[config.mk]
export PLATFORM = sky130hd
export DESIGN_NAME = int_narrow_unpacker
export DESIGN_NICKNAME = d
export VERILOG_FILES = /design/src/rtl/int_pkg.sv /design/src/rtl/int_narrow_unpacker.sv
export SDC_FILE = /design/constraint.sdc
export NUM_CORES = 1
export LEC_CHECK = 0
export BUFFER_PORTS_ARGS = -buffer_cell sky130_fd_sc_hd__buf_2
export CORE_MARGIN = 5
export CORE_UTILIZATION = 45
export CTS_CLUSTER_DIAMETER = 40
export CTS_CLUSTER_SIZE = 40
export DETAILED_ROUTE_END_ITERATION = 7
export HOLD_SLACK_MARGIN = 0.1
export PLACE_DENSITY = 0.78
export SETUP_SLACK_MARGIN = 0.1
export SKIP_CTS_REPAIR_TIMING = 1
export SLEW_MARGIN = 20
export SYNTH_ARGS = -nofsm -noshare
export SYNTH_HDL_FRONTEND = slang
export SYNTH_SLANG_ARGS = --single-unit
[constraint.sdc]
create_clock -name clk -period 2 [get_ports clk]
set_input_delay 0.2 -clock clk [delete_from_list [all_inputs] [get_ports clk]]
set_output_delay 0.2 -clock clk [all_outputs]
set_load 0.03 [all_outputs]
[src/rtl/int_pkg.sv]
// Shared definitions for the 32-to-16 integer narrowing stream.
// Holds the beat/word widths, the unpacker state encoding and the
// classification helper that decides whether a word fits in one beat.
package int_pkg;

  localparam int OUT_W = 16;
  localparam int IN_W  = 2 * OUT_W;

  typedef enum logic [1:0] {
    IDLE = 2'd0,
    LO   = 2'd1,
    HI   = 2'd2
  } state_e;

  // A word fits in one beat when its upper half carries no information:
  // all zeros for unsigned, all copies of bit OUT_W-1 for signed.
  function automatic logic fits_half(input logic [IN_W-1:0] word,
                                     input logic            is_signed);
    logic [OUT_W-1:0] upper;
    logic             fits;
    upper = word[IN_W-1:OUT_W];
    if (is_signed) begin
      fits = (upper == {OUT_W{word[OUT_W-1]}});
    end else begin
      fits = (upper == {OUT_W{1'b0}});
    end
    return fits;
  endfunction

endpackage : int_pkg

[src/rtl/int_narrow_unpacker.sv]
// Narrows 32-bit integer words onto a 16-bit valid/ready stream.
// Words whose upper half is a pure zero/sign extension leave as a single
// narrow beat; all others leave as two beats, low half first. Beat fields
// are held in flops so they stay stable under backpressure, and the
// input-ready path looks through the output handshake so back-to-back
// words flow without bubbles.
module int_narrow_unpacker #(
  parameter int OUT_W = 16,
  parameter int CNT_W = 16
) (
  input  logic               clk,
  input  logic               rst_n,
  input  logic               in_valid,
  output logic               in_ready,
  input  logic [2*OUT_W-1:0] in_data,
  input  logic               in_signed,
  output logic               out_valid,
  input  logic               out_ready,
  output logic [OUT_W-1:0]   out_data,
  output logic               out_last,
  output logic               out_narrow,
  output logic               out_hi,
  output logic [CNT_W-1:0]   narrow_cnt,
  output logic [CNT_W-1:0]   wide_cnt
);

  localparam int IN_W = 2 * OUT_W;

  import int_pkg::*;

  localparam logic [CNT_W-1:0] CNT_ONE = {{(CNT_W-1){1'b0}}, 1'b1};

  state_e             state_q, state_d;
  logic [IN_W-1:0]    word_q, word_d;
  logic               out_valid_q, out_valid_d;
  logic [OUT_W-1:0]   out_data_q, out_data_d;
  logic               out_last_q, out_last_d;
  logic               out_narrow_q, out_narrow_d;
  logic               out_hi_q, out_hi_d;
  logic [CNT_W-1:0]   narrow_cnt_q, narrow_cnt_d;
  logic [CNT_W-1:0]   wide_cnt_q, wide_cnt_d;

  logic               beat_done_s;
  logic               in_ready_s;
  logic               accept_s;
  logic               fits_s;
  logic               go_load_s;
  logic               go_hi_s;
  logic               go_idle_s;

  // Handshake decode: ready when empty or when the final beat leaves now.
  always_comb begin
    beat_done_s = out_valid_q && out_ready;
    in_ready_s  = (state_q == IDLE) || (beat_done_s && out_last_q);
    accept_s    = in_valid && in_ready_s;
    fits_s      = fits_half(in_data, in_signed);
  end

  // Next-state selection: which of load / advance-to-high / drain happens.
  always_comb begin
    go_load_s    = 1'b0;
    go_hi_s      = 1'b0;
    go_idle_s    = 1'b0;
    narrow_cnt_d = narrow_cnt_q;
    wide_cnt_d   = wide_cnt_q;
    case (state_q)
      IDLE: begin
        if (accept_s) begin
          go_load_s = 1'b1;
        end else begin
          go_idle_s = 1'b0;
        end
      end
      LO: begin
        if (beat_done_s) begin
          if (out_narrow_q) begin
            narrow_cnt_d = narrow_cnt_q + CNT_ONE;
            if (accept_s) begin
              go_load_s = 1'b1;
            end else begin
              go_idle_s = 1'b1;
            end
          end else begin
            go_hi_s = 1'b1;
          end
        end else begin
          go_idle_s = 1'b0;
        end
      end
      HI: begin
        if (beat_done_s) begin
          wide_cnt_d = wide_cnt_q + CNT_ONE;
          if (accept_s) begin
            go_load_s = 1'b1;
          end else begin
            go_idle_s = 1'b1;
          end
        end else begin
          go_idle_s = 1'b0;
        end
      end
      default: begin
        go_idle_s = 1'b1;
      end
    endcase
  end

  // Register next values: new word into LO, upper half into HI, or clear.
  always_comb begin
    state_d      = state_q;
    word_d       = word_q;
    out_valid_d  = out_valid_q;
    out_data_d   = out_data_q;
    out_last_d   = out_last_q;
    out_narrow_d = out_narrow_q;
    out_hi_d     = out_hi_q;
    if (go_load_s) begin
      state_d      = LO;
      word_d       = in_data;
      out_valid_d  = 1'b1;
      out_data_d   = in_data[OUT_W-1:0];
      out_last_d   = fits_s;
      out_narrow_d = fits_s;
      out_hi_d     = 1'b0;
    end else if (go_hi_s) begin
      state_d      = HI;
      out_valid_d  = 1'b1;
      out_data_d   = word_q[IN_W-1:OUT_W];
      out_last_d   = 1'b1;
      out_narrow_d = 1'b0;
      out_hi_d     = 1'b1;
    end else if (go_idle_s) begin
      state_d      = IDLE;
      word_d       = {IN_W{1'b0}};
      out_valid_d  = 1'b0;
      out_data_d   = {OUT_W{1'b0}};
      out_last_d   = 1'b0;
      out_narrow_d = 1'b0;
      out_hi_d     = 1'b0;
    end else begin
      state_d      = state_q;
    end
  end

  // State, word and beat registers; reset drops any pending word at once.
  always_ff @(posedge clk or negedge rst_n) begin
    if (!rst_n) begin
      state_q      <= IDLE;
      word_q       <= {IN_W{1'b0}};
      out_valid_q  <= 1'b0;
      out_data_q   <= {OUT_W{1'b0}};
      out_last_q   <= 1'b0;
      out_narrow_q <= 1'b0;
      out_hi_q     <= 1'b0;
      narrow_cnt_q <= {CNT_W{1'b0}};
      wide_cnt_q   <= {CNT_W{1'b0}};
    end else begin
      state_q      <= state_d;
      word_q       <= word_d;
      out_valid_q  <= out_valid_d;
      out_data_q   <= out_data_d;
      out_last_q   <= out_last_d;
      out_narrow_q <= out_narrow_d;
      out_hi_q     <= out_hi_d;
      narrow_cnt_q <= narrow_cnt_d;
      wide_cnt_q   <= wide_cnt_d;
    end
  end

  assign in_ready   = in_ready_s;
  assign out_valid  = out_valid_q;
  assign out_data   = out_data_q;
  assign out_last   = out_last_q;
  assign out_narrow = out_narrow_q;
  assign out_hi     = out_hi_q;
  assign narrow_cnt = narrow_cnt_q;
  assign wide_cnt   = wide_cnt_q;

endmodule : int_narrow_unpacker

**Yosys cells after proc, flatten, opt, wreduce, memory -nomap -nowiden**

Index checks and enable logic that the tools add are counted.

- Flip-flop bits (word level): 86
- Bits in latches: 0
- Memory bits (writable): 0
- Bits in read-only memories: 0
- Input bits: 37
- Output and inout bits: 53
- Word-level logic and storage cells: 56
- Memories: 0

- Add/subtract/negate cells: 2
- Multipliers: 0
- Div/mod/pow operators: 0
- Order comparisons: 0
- Equal/unequal tests: 4
- Shift-type cells: 0
- Muxes and demuxes: 30
- Bitwise gates (word level): 0
- Reductions and logical operators: 11

Operators by type and width:

| cell | count |
|---|---|
| $mux 32 | 3 |
| $mux 16 | 3 |
| $add 16x1->16 const B | 2 |
| $mux 1 | 19 |
| $eq 16x16->1 | 1 |
| $logic_not 16->1 | 1 |
| $mux 2 | 3 |
| $pmux 1 s3 | 2 |
| $reduce_and 2->1 | 2 |
| $logic_and 1x1->1 | 3 |
| $reduce_and 3->1 | 1 |
| $reduce_bool 3->1 | 1 |
| $eq 2x1->1 const B | 1 |
| $eq 2x2->1 const B | 1 |
| $logic_not 2->1 | 1 |
| $ne 2x2->1 const B | 1 |
| $reduce_bool 2->1 | 1 |
| $logic_or 1x1->1 | 1 |

**Longest topological paths before layout**

Gate-level depths: netlist of run 1.

- Depth after elaboration: 11
- Gate-level depth with buffers: 9
- Depth with buffers taken out: 7

**Worst setup path before layout of run 1**

Ideal clock, no wire load.

- Path kind: register to register
- Start point: register out_hi (netlist name)
- End point: register word_q[18]
- Setup time: 0.121 ns
- Data arrival time: 1.999 ns
- Data required time: 1.879 ns
- Path slack: -0.120 ns
- Stages on the path, launching flop included: 9
- Path buffers: 1
- Clock period less this slack: 2.120 ns
- Cell sequence: dfrtp_1 -> inv_1 -> ha_1 -> o21a_1 -> nor2_1 -> nor4b_4 -> nor2_2 -> buf_2 -> a22o_1

RTL lines:

| item | line | text |
|---|---|---|
| end signal, assigned | int_narrow_unpacker.sv:149 | `word_q <= {IN_W{1'b0}};` |
| end signal, assigned | int_narrow_unpacker.sv:159 | `word_q <= word_d;` |
| end, declared | int_narrow_unpacker.sv:34 | `logic [IN_W-1:0] word_q, word_d;` |

==> impl_metrics.ini, run 1 <==
[timing]
period_needed_ns = 2.05
setup_slack_ns = -0.0454
fin_tns_setup_ns = -0.378
rsz0062_at_grt = yes
post-route-period-util = 1.02
finalSetupViolCount = 15
max-slew-margin-rel = 0.749
clock.fmax_mhz = 489
worst_pin_slew_ns = 0.373
fin_skew_ns = 0.00715
hold_violations = 0
hold_ws_ns = 0.0729
slew_viol_final = 0

[clock_network]
clockBufferDepth = 2
path_clk_slew_ns = 0.07
cts_sinks = 69
cts_buffers = 9
cts_tree = done
htreeDepth = 3
clock-root-buffer = clkbuf_8
clock_insertion_delay_worst_skew_ns = 0.33

[global_routing]
top_usage_layer = met2
grt_antenna_before_repair = 0
grt_pass1_wl_um = 12000
grt_pass1_vias = 2565
met3_usage = 0.0536
use_met2 = 0.277
overflow = 0
grt_start_max_net_pins = 70
grtUsageTotal = 0.177
met1_usage = 0.229

[critical_path]
path_class = reg -> reg
rrSetupSlack_ns = -0.05
r2r_start = out_hi
end_kind = flip-flop
crit_fanout = 15
start_kind = flip-flop
required_ns = 2.22
cp.arrival_ns = 2.26
timing.rr.end = word_q[26]
reg2reg_depth = 9

[synth]
synthMuxAreaShare = 0.00364
seq_area_frac_synth = 0.558
syn-mean-instance-area_um2 = 10.5
synth_fa_ha_area_frac = 0.0243
synthesis.area_um2 = 3100
synth_simple_gate_area_frac = 0.193
synth_top_family_by_area = simple AND/OR/NAND/NOR gates
ys_warn_count = 0
synth_xor_area_frac = 0.0821
synth-compound-area-share = 0.119
ys_ff_latch = 69
synth.distinct_cells = 31
synthCells = 294
synth_fp_nets = 337

[finish]
nNetsFinal = 459
final_cell_mix = 89 x buf_2, 68 x dfrtp_1, 45 x nand2_1, 25 x xnor2_1, 20 x and3_1
area_growth_pct = 35.9
layout-drive-gt1-share = 0.324
antenna_cells = 0
layout_commonest_cell = buf_2

[status]
status = finished with violations
violations = setup timing

[run]
drv_cap = 0

[die]
ios = 90
die_h_um = 92.9
coreArea_um2 = 6760
fp-row-count = 30
die_area_um2 = 8640
start_util = 0.458
fp.dieW_um = 92.9

[min_path]
hp-start = in_data[14]
worstHoldPathCells = 3
min_path_type = in -> reg
min_to = out_data[14]

[route]
ant_nets = 0
dr.first_iter.drc_count = 145
wl_per_cell_um = 16.5
first_pass_iters = 4
vias_per_cell = 5.43
drc = 0
wl_um = 8240
dr_total_vias = 2713

[pwr]
total_power_w = 0.00495
vdd_ir_drop_max_v = 0.000710
p_per_area_nw_per_um2 = 1180
p_leak_nw = 2.16

[placed_design]
place_congestion = 0.877
numPortBuffers = 89
hpwl_um = 5200
## power breakdown
group	switching [W]	internal [W]	total, W	leakage [nW]
Sequential	0.000195	0.00167	0.00186	0.925
Combinational	0.00119	0.000885	0.00207	1.15
Clock	0.000508	0.000512	0.00102	0.0884
## per-layer routing
layer,up-vias,share of wire
met3,12,0.095
met1,1295,0.40
li1,1284,-
met5,-,0
met2,122,0.49
met4,0,0.011
## synthesized netlist by cell type, drive strengths merged
library cell / number / share of area
dfrtp: 69 / 0.56
nand2: 45 / 0.055
xnor2: 25 / 0.071
and3: 20 / 0.040
o21ai: 19 / 0.031
a21oi: 17 / 0.027
a22o: 16 / 0.045
nand4: 13 / 0.026
nor2: 13 / 0.017
nand3: 10 / 0.016
clkbuf: 6 / 0.0073
ha: 6 / 0.024
nor4: 6 / 0.014
buf: 5 / 0.0081
inv: 4 / 0.0048
xor2: 4 / 0.011
nor3: 3 / 0.0048
and4: 2 / 0.0057
a211o: 1 / 0.0028
a21o: 1 / 0.0024
a31o: 1 / 0.0028
a31oi: 1 / 0.0020
a41oi: 1 / 0.0028
and2: 1 / 0.0020
mux2: 1 / 0.0036
nor4b: 1 / 0.0077
o21a: 1 / 0.0024
or2: 1 / 0.0020
or3: 1 / 0.0020
## cell families after synthesis
| family | count (synthesis) |
|---|---|
| buffers and inverters | 15 |
| AOI/OAI and AO/OA | 58 |
| muxes | 1 |
| DFF | 69 |
| adders and majority gates | 6 |
| and+or+nand+nor | 116 |
| xor gates and xnor gates | 29 |
## how the worst max path moves through the flow
stage / start / end / slack [ns] / depth (start not counted)
2_1_floorplan: out_hi / word_q[18] / 0.06 / 8
3_3_place_gp: out_hi / word_q[25] / 0.07 / 7
3_5_place_dp: out_hi / word_q[22] / -0.02 / 7
4_1_cts: out_hi / word_q[26] / -0.03 / 8
5_1_grt: out_hi / word_q[31] / -0.14 / 9
6_report: out_hi / word_q[26] / -0.05 / 9
## critical path, stage by stage (launching register included)
cell and delay, ns:
dfrtp_2 0.43, inv_4 0.06, ha_4 0.26, o21a_1 0.15
nor2_2 0.06, nor4b_4 0.36, clkbuf_16 0.22, nor2_4 0.05
buf_12 0.15, a22o_1 0.19
## flip-flops by register name (all words and copies together) (netlist names)
name	flops
narrow_cnt	16
out_data	16
out_hi	1
wide_cnt	16
out_narrow	1
out_last	1
word_q	16
state_q	1
out_valid	1
## cell type report
cell class / count / area, µm²
flip-flops and latches: 69 / 1730
clock buffers: 12 / 155
repair buffers: 122 / 830
inverters: 4 / 17.5
well taps: 80 / 100
multi-input cells: 210 / 1360
fillers: 541 / 2550
clock inverters: 3 / 21.3
## metrics by stage
stage	util	instances	setup WS, ns	instance area (µm²)
2_1_floorplan	-	294	0.0588	3120
3_3_place_gp	0.547	460	0.0681	3700
3_5_place_dp	0.547	460	-0.0215	3700
4_1_cts	0.573	475	-0.0298	3870
5_1_grt	0.623	500	-0.140	4210
6_report	0.623	500	-0.0454	4210
Note: power is estimated with default switching activity, not from simulation.
==> inputs of run 2 (changes only) <==
- CORE_UTILIZATION: 45 -> 46
- PLACE_DENSITY: 0.78 -> 0.79
==> run 2 against run 1 <==
The run now ends clean. Clock-buffer cell count fell by 3. Critical path depth is the same. Largest power group unchanged. Fmax up 4.6%. Final cell count is 0.80% higher.
==> impl_metrics.ini, run 2 (synthesized netlist as in run 1, its figures left out) <==
[status]
status = complete, no violations

[clock_network]
cts_buffers = 9
cts_tree = done
clockBufferDepth = 2
path_clk_slew_ns = 0.08
clock_insertion_delay_worst_skew_ns = 0.34
clock-root-buffer = clkbuf_8
cts_sinks = 69
htreeDepth = 3

[route]
dr_total_vias = 2759
wl_per_cell_um = 16.5
dr.first_iter.drc_count = 96
drc = 0
first_pass_iters = 5
ant_nets = 0
vias_per_cell = 5.47
wl_um = 8320

[critical_path]
cp.arrival_ns = 2.19
path_class = reg -> reg
required_ns = 2.23
end_kind = flip-flop
start_kind = flip-flop
reg2reg_depth = 9
crit_fanout = 7

[pwr]
p_leak_nw = 2.24
total_power_w = 0.00560
p_per_area_nw_per_um2 = 1290
vdd_ir_drop_max_v = 0.000799

[finish]
area_growth_pct = 40.2
layout-drive-gt1-share = 0.335
nNetsFinal = 466
layout.cells.non_filler = 504
final_cell_mix = 89 x buf_2, 68 x dfrtp_1, 45 x nand2_1, 25 x xnor2_1, 20 x and3_1
final_area_um2 = 4340
register_area_um2 = 1730
n_fill_cell = 470
antenna_cells = 0
multi_input_area_um2 = 1340
layout_commonest_cell = buf_2
post-route-util = 0.672

[die]
fp.dieW_um = 92.0
ios = 90
start_util = 0.479
die_h_um = 92.0
fp-row-count = 29
coreArea_um2 = 6460
die_area_um2 = 8470

[min_path]
min_path_type = in -> reg
worstHoldPathCells = 3

[placed_design]
hpwl_um = 5030
placedCellCount = 458
postPlaceCellArea_um2 = 3700
place_congestion = 0.816
numPortBuffers = 89

[timing]
max-slew-margin-rel = 0.743
period_needed_ns = 1.96
rsz0062_at_grt = yes
fin_skew_ns = 0.0120
post-route-period-util = 0.978
hold_violations = 0
worst_pin_slew_ns = 0.384
finalSetupViolCount = 0
slew_viol_final = 0
hold_ws_ns = 0.0797
clock.fmax_mhz = 511

[global_routing]
overflow = 0
grt_pass1_wl_um = 11600
grt_antenna_before_repair = 0
grtUsageTotal = 0.171
grt_pass1_vias = 2477
grt_start_max_net_pins = 70

[run]
drv_cap = 0
run 2: final timing paths:
check	startpoint	slack, ns	end
worst min-delay path	in_data[5]	0.08	out_data[5]
min in group asynchronous	rst_n	0.43	wide_cnt[14]
max in group asynchronous	rst_n	1.26	out_hi
worst max register to register	out_hi	0.04	word_q[18]
worst max-delay path	out_hi	0.04	word_q[18]
worst min register to register	wide_cnt[15]	0.46	wide_cnt[15]
run 2: area by class of cell:
class,instances,share of cell area
inverters,4,0.00346
well taps,77,0.0222
flip-flops and latches,69,0.398
clock inverters,6,0.0314
clock buffers,9,0.0285
repair buffers,129,0.208
multi-input cells,210,0.308
run 2: metal layers:
metal	track usage	wire length (µm)	share of wire
met1	0.221	3420	0.41
met2	0.276	4090	0.49
met3	0.0581	692	0.083
met4	0.0483	117	0.014
met5	0	0	0
run 2: stage by stage:
step	TNS (ns)	setup slack, ns
after CTS	0	0.0124
after global routing	-0.129	-0.0182
final	0	0.0437
after global placement	0	0.0953
after detailed placement	0	0.0339
after floorplan	0	0.0588
run 2: worst max-delay path, stage by stage, from the launching register on:
cell and delay, ns:
dfrtp_2 0.41, inv_2 0.07, ha_4 0.26, o21a_1 0.15
nor2_2 0.06, nor4b_4 0.37, buf_12 0.16, nor2_4 0.05
clkbuf_16 0.16, a22o_1 0.17
run 2: report_power, final:
part	switching (W)	leakage (nW)	internal [W]	total, W
Sequential	0.000199	0.925	0.00167	0.00187
Combinational	0.00121	1.19	0.00105	0.00226
Clock	0.000527	0.126	0.000950	0.00148
==> inputs of run 3 (changes only) <==
- CORE_UTILIZATION: 46 -> 55
- PLACE_DENSITY: 0.79 -> 0.88
- clock period: 2 -> 2.5 ns (I/O delays scaled with it)
==> run 3 against run 2 <==
Highest routed layer unchanged. Register-to-register slack gained 0.26 ns. Fmax decreased by 11%. Flip-flop and latch count stayed put. Clock-buffer cell count grew 4. Combinational power shrank 43%. Wire length down 15%. Largest cell class unchanged. Setup slack better by 0.26 ns. Die area is 15% lower. Clock skew fell by 0.0031 ns. Global-route usage is 3.7 points higher. Via count fell by 6.3%.
==> impl_metrics.ini, run 3 (synthesized netlist as in run 1, its figures left out) <==
[global_routing]
grtUsageTotal = 0.208
grt_antenna_before_repair = 0
grt_pass1_wl_um = 12100
grt_pass1_vias = 2674
grt_start_max_net_pins = 39
overflow = 0

[timing]
slew_viol_final = 0
rsz0062_at_grt = no
clock.fmax_mhz = 454
fin_tns_setup_ns = 0
finalSetupViolCount = 0
setup_slack_ns = 0.300
post-route-period-util = 0.880
fin_skew_ns = 0.00884
period_needed_ns = 2.20
worst_pin_slew_ns = 0.729
max-slew-margin-rel = 0.514
hold_violations = 0

[min_path]
hp-start = in_data[0]
min_path_type = in -> reg

[pwr]
p_per_area_nw_per_um2 = 961
vdd_ir_drop_max_v = 0.000535
p_leak_nw = 2.01

[status]
status = complete, no violations

[route]
wl_um = 7090
dr.first_iter.drc_count = 110
wl_per_cell_um = 15.2
ant_nets = 0
drc = 0
vias_per_cell = 5.54
first_pass_iters = 4
dr_total_vias = 2585

[run]
drv_cap = 0

[critical_path]
path_cells = inv_1 > ha_1 > o21a_1 > a41oi_1 > nor2_1 > nor2_2 > a22o_1
slowest_delay_ns = 0.53
required_ns = 2.77
start_kind = flip-flop
crit_start = out_hi
crit_family = compound AO/OA/AOI/OAI gates
r2r_start = out_hi
path_class = reg -> reg
cp_slowest_cell = nor2_2
rrSetupSlack_ns = 0.30
critPathBufInv = 1
end_kind = flip-flop
crit_fanout = 16
cp.arrival_ns = 2.47

[die]
start_util = 0.566
ios = 90
die_area_um2 = 7230
fp.dieW_um = 85.0
coreArea_um2 = 5470
fp-row-count = 27
die_h_um = 85.0

[placed_design]
numPortBuffers = 89
dp_worst_setup_slack_ns = 0.330
place_congestion = 0.837
hpwl_um = 5200
placedCellCount = 450

[finish]
layout-drive-gt1-share = 0.296
area_growth_pct = 24.8
layout_commonest_cell = buf_2
final_cell_mix = 89 x buf_2, 69 x dfrtp_1, 45 x nand2_1, 25 x xnor2_1, 20 x and3_1
layout.cells.non_filler = 467
antenna_cells = 0
nNetsFinal = 433

[clock_network]
clock_insertion_delay_worst_skew_ns = 0.34
cts_buffers = 9
path_clk_slew_ns = 0.07
cts_tree = done
cts_sinks = 69
clockBufferDepth = 2
clock-root-buffer = clkbuf_8
htreeDepth = 3
-- run 3: changes by cell type in the layout (fill, tap and decap cells not counted), sizes merged --
cell | previous run | this run
buf | 111 | 95
bufinv | 4 | 1
dlygate4sd3 | 14 | 1
-- run 3: metal layers --
metal / global-route usage / share of wire / up-vias
met5: 0 / 0 / -
met4: 0.105 / 0.027 / 0
met3: 0.0621 / 0.075 / 19
met2: 0.335 / 0.48 / 99
met1: 0.254 / 0.42 / 1225
li1: - / - / 1242
-- run 3: through the flow --
step | total power (W) | util | hold WS, ns | area (µm²)
detailed placement | 0.00279 | 0.665 | 0.352 | 3640
finish | 0.00371 | 0.706 | 0.105 | 3860
floorplan | 0.00240 | - | -0.0456 | 3100
global route | 0.00394 | 0.706 | 0.114 | 3860
CTS | 0.00374 | 0.704 | -0.0149 | 3850
global placement | 0.00273 | 0.665 | 0.338 | 3640
-- run 3: worst paths after layout --
path,end,cells past startpoint
max,word_q[24],7
max reg2reg,word_q[24],7
min,out_data[0],3
min reg2reg,narrow_cnt[15],1
min in group asynchronous,wide_cnt[6],2
max in group asynchronous,word_q[26],3
-- run 3: worst register-to-register path, cell delays in order, from the launching register on --
cell and delay, ns:
dfrtp_1 0.43, inv_1 0.09, ha_1 0.32, o21a_1 0.14, a41oi_1 0.31, nor2_1 0.09
nor2_2 0.53, a22o_1 0.23
-- run 3: final cells by class --
| class | instances | area [µm²] |
|---|---|---|
| tap | 72 | 90.1 |
| inverter | 4 | 15.0 |
| multi-input combinational | 210 | 1310 |
| clock buffer | 13 | 169 |
| sequential | 69 | 1730 |
| fill | 416 | 1610 |
| timing repair buffer | 96 | 513 |
| clock inverter | 3 | 42.5 |
-- run 3: report_power, final --
group          total, W  internal, W  switching (W)  leakage [nW]
logic           0.00128     0.000457       0.000820         0.978
registers       0.00149      0.00133       0.000157         0.926
clock network  0.000948     0.000542       0.000407         0.106
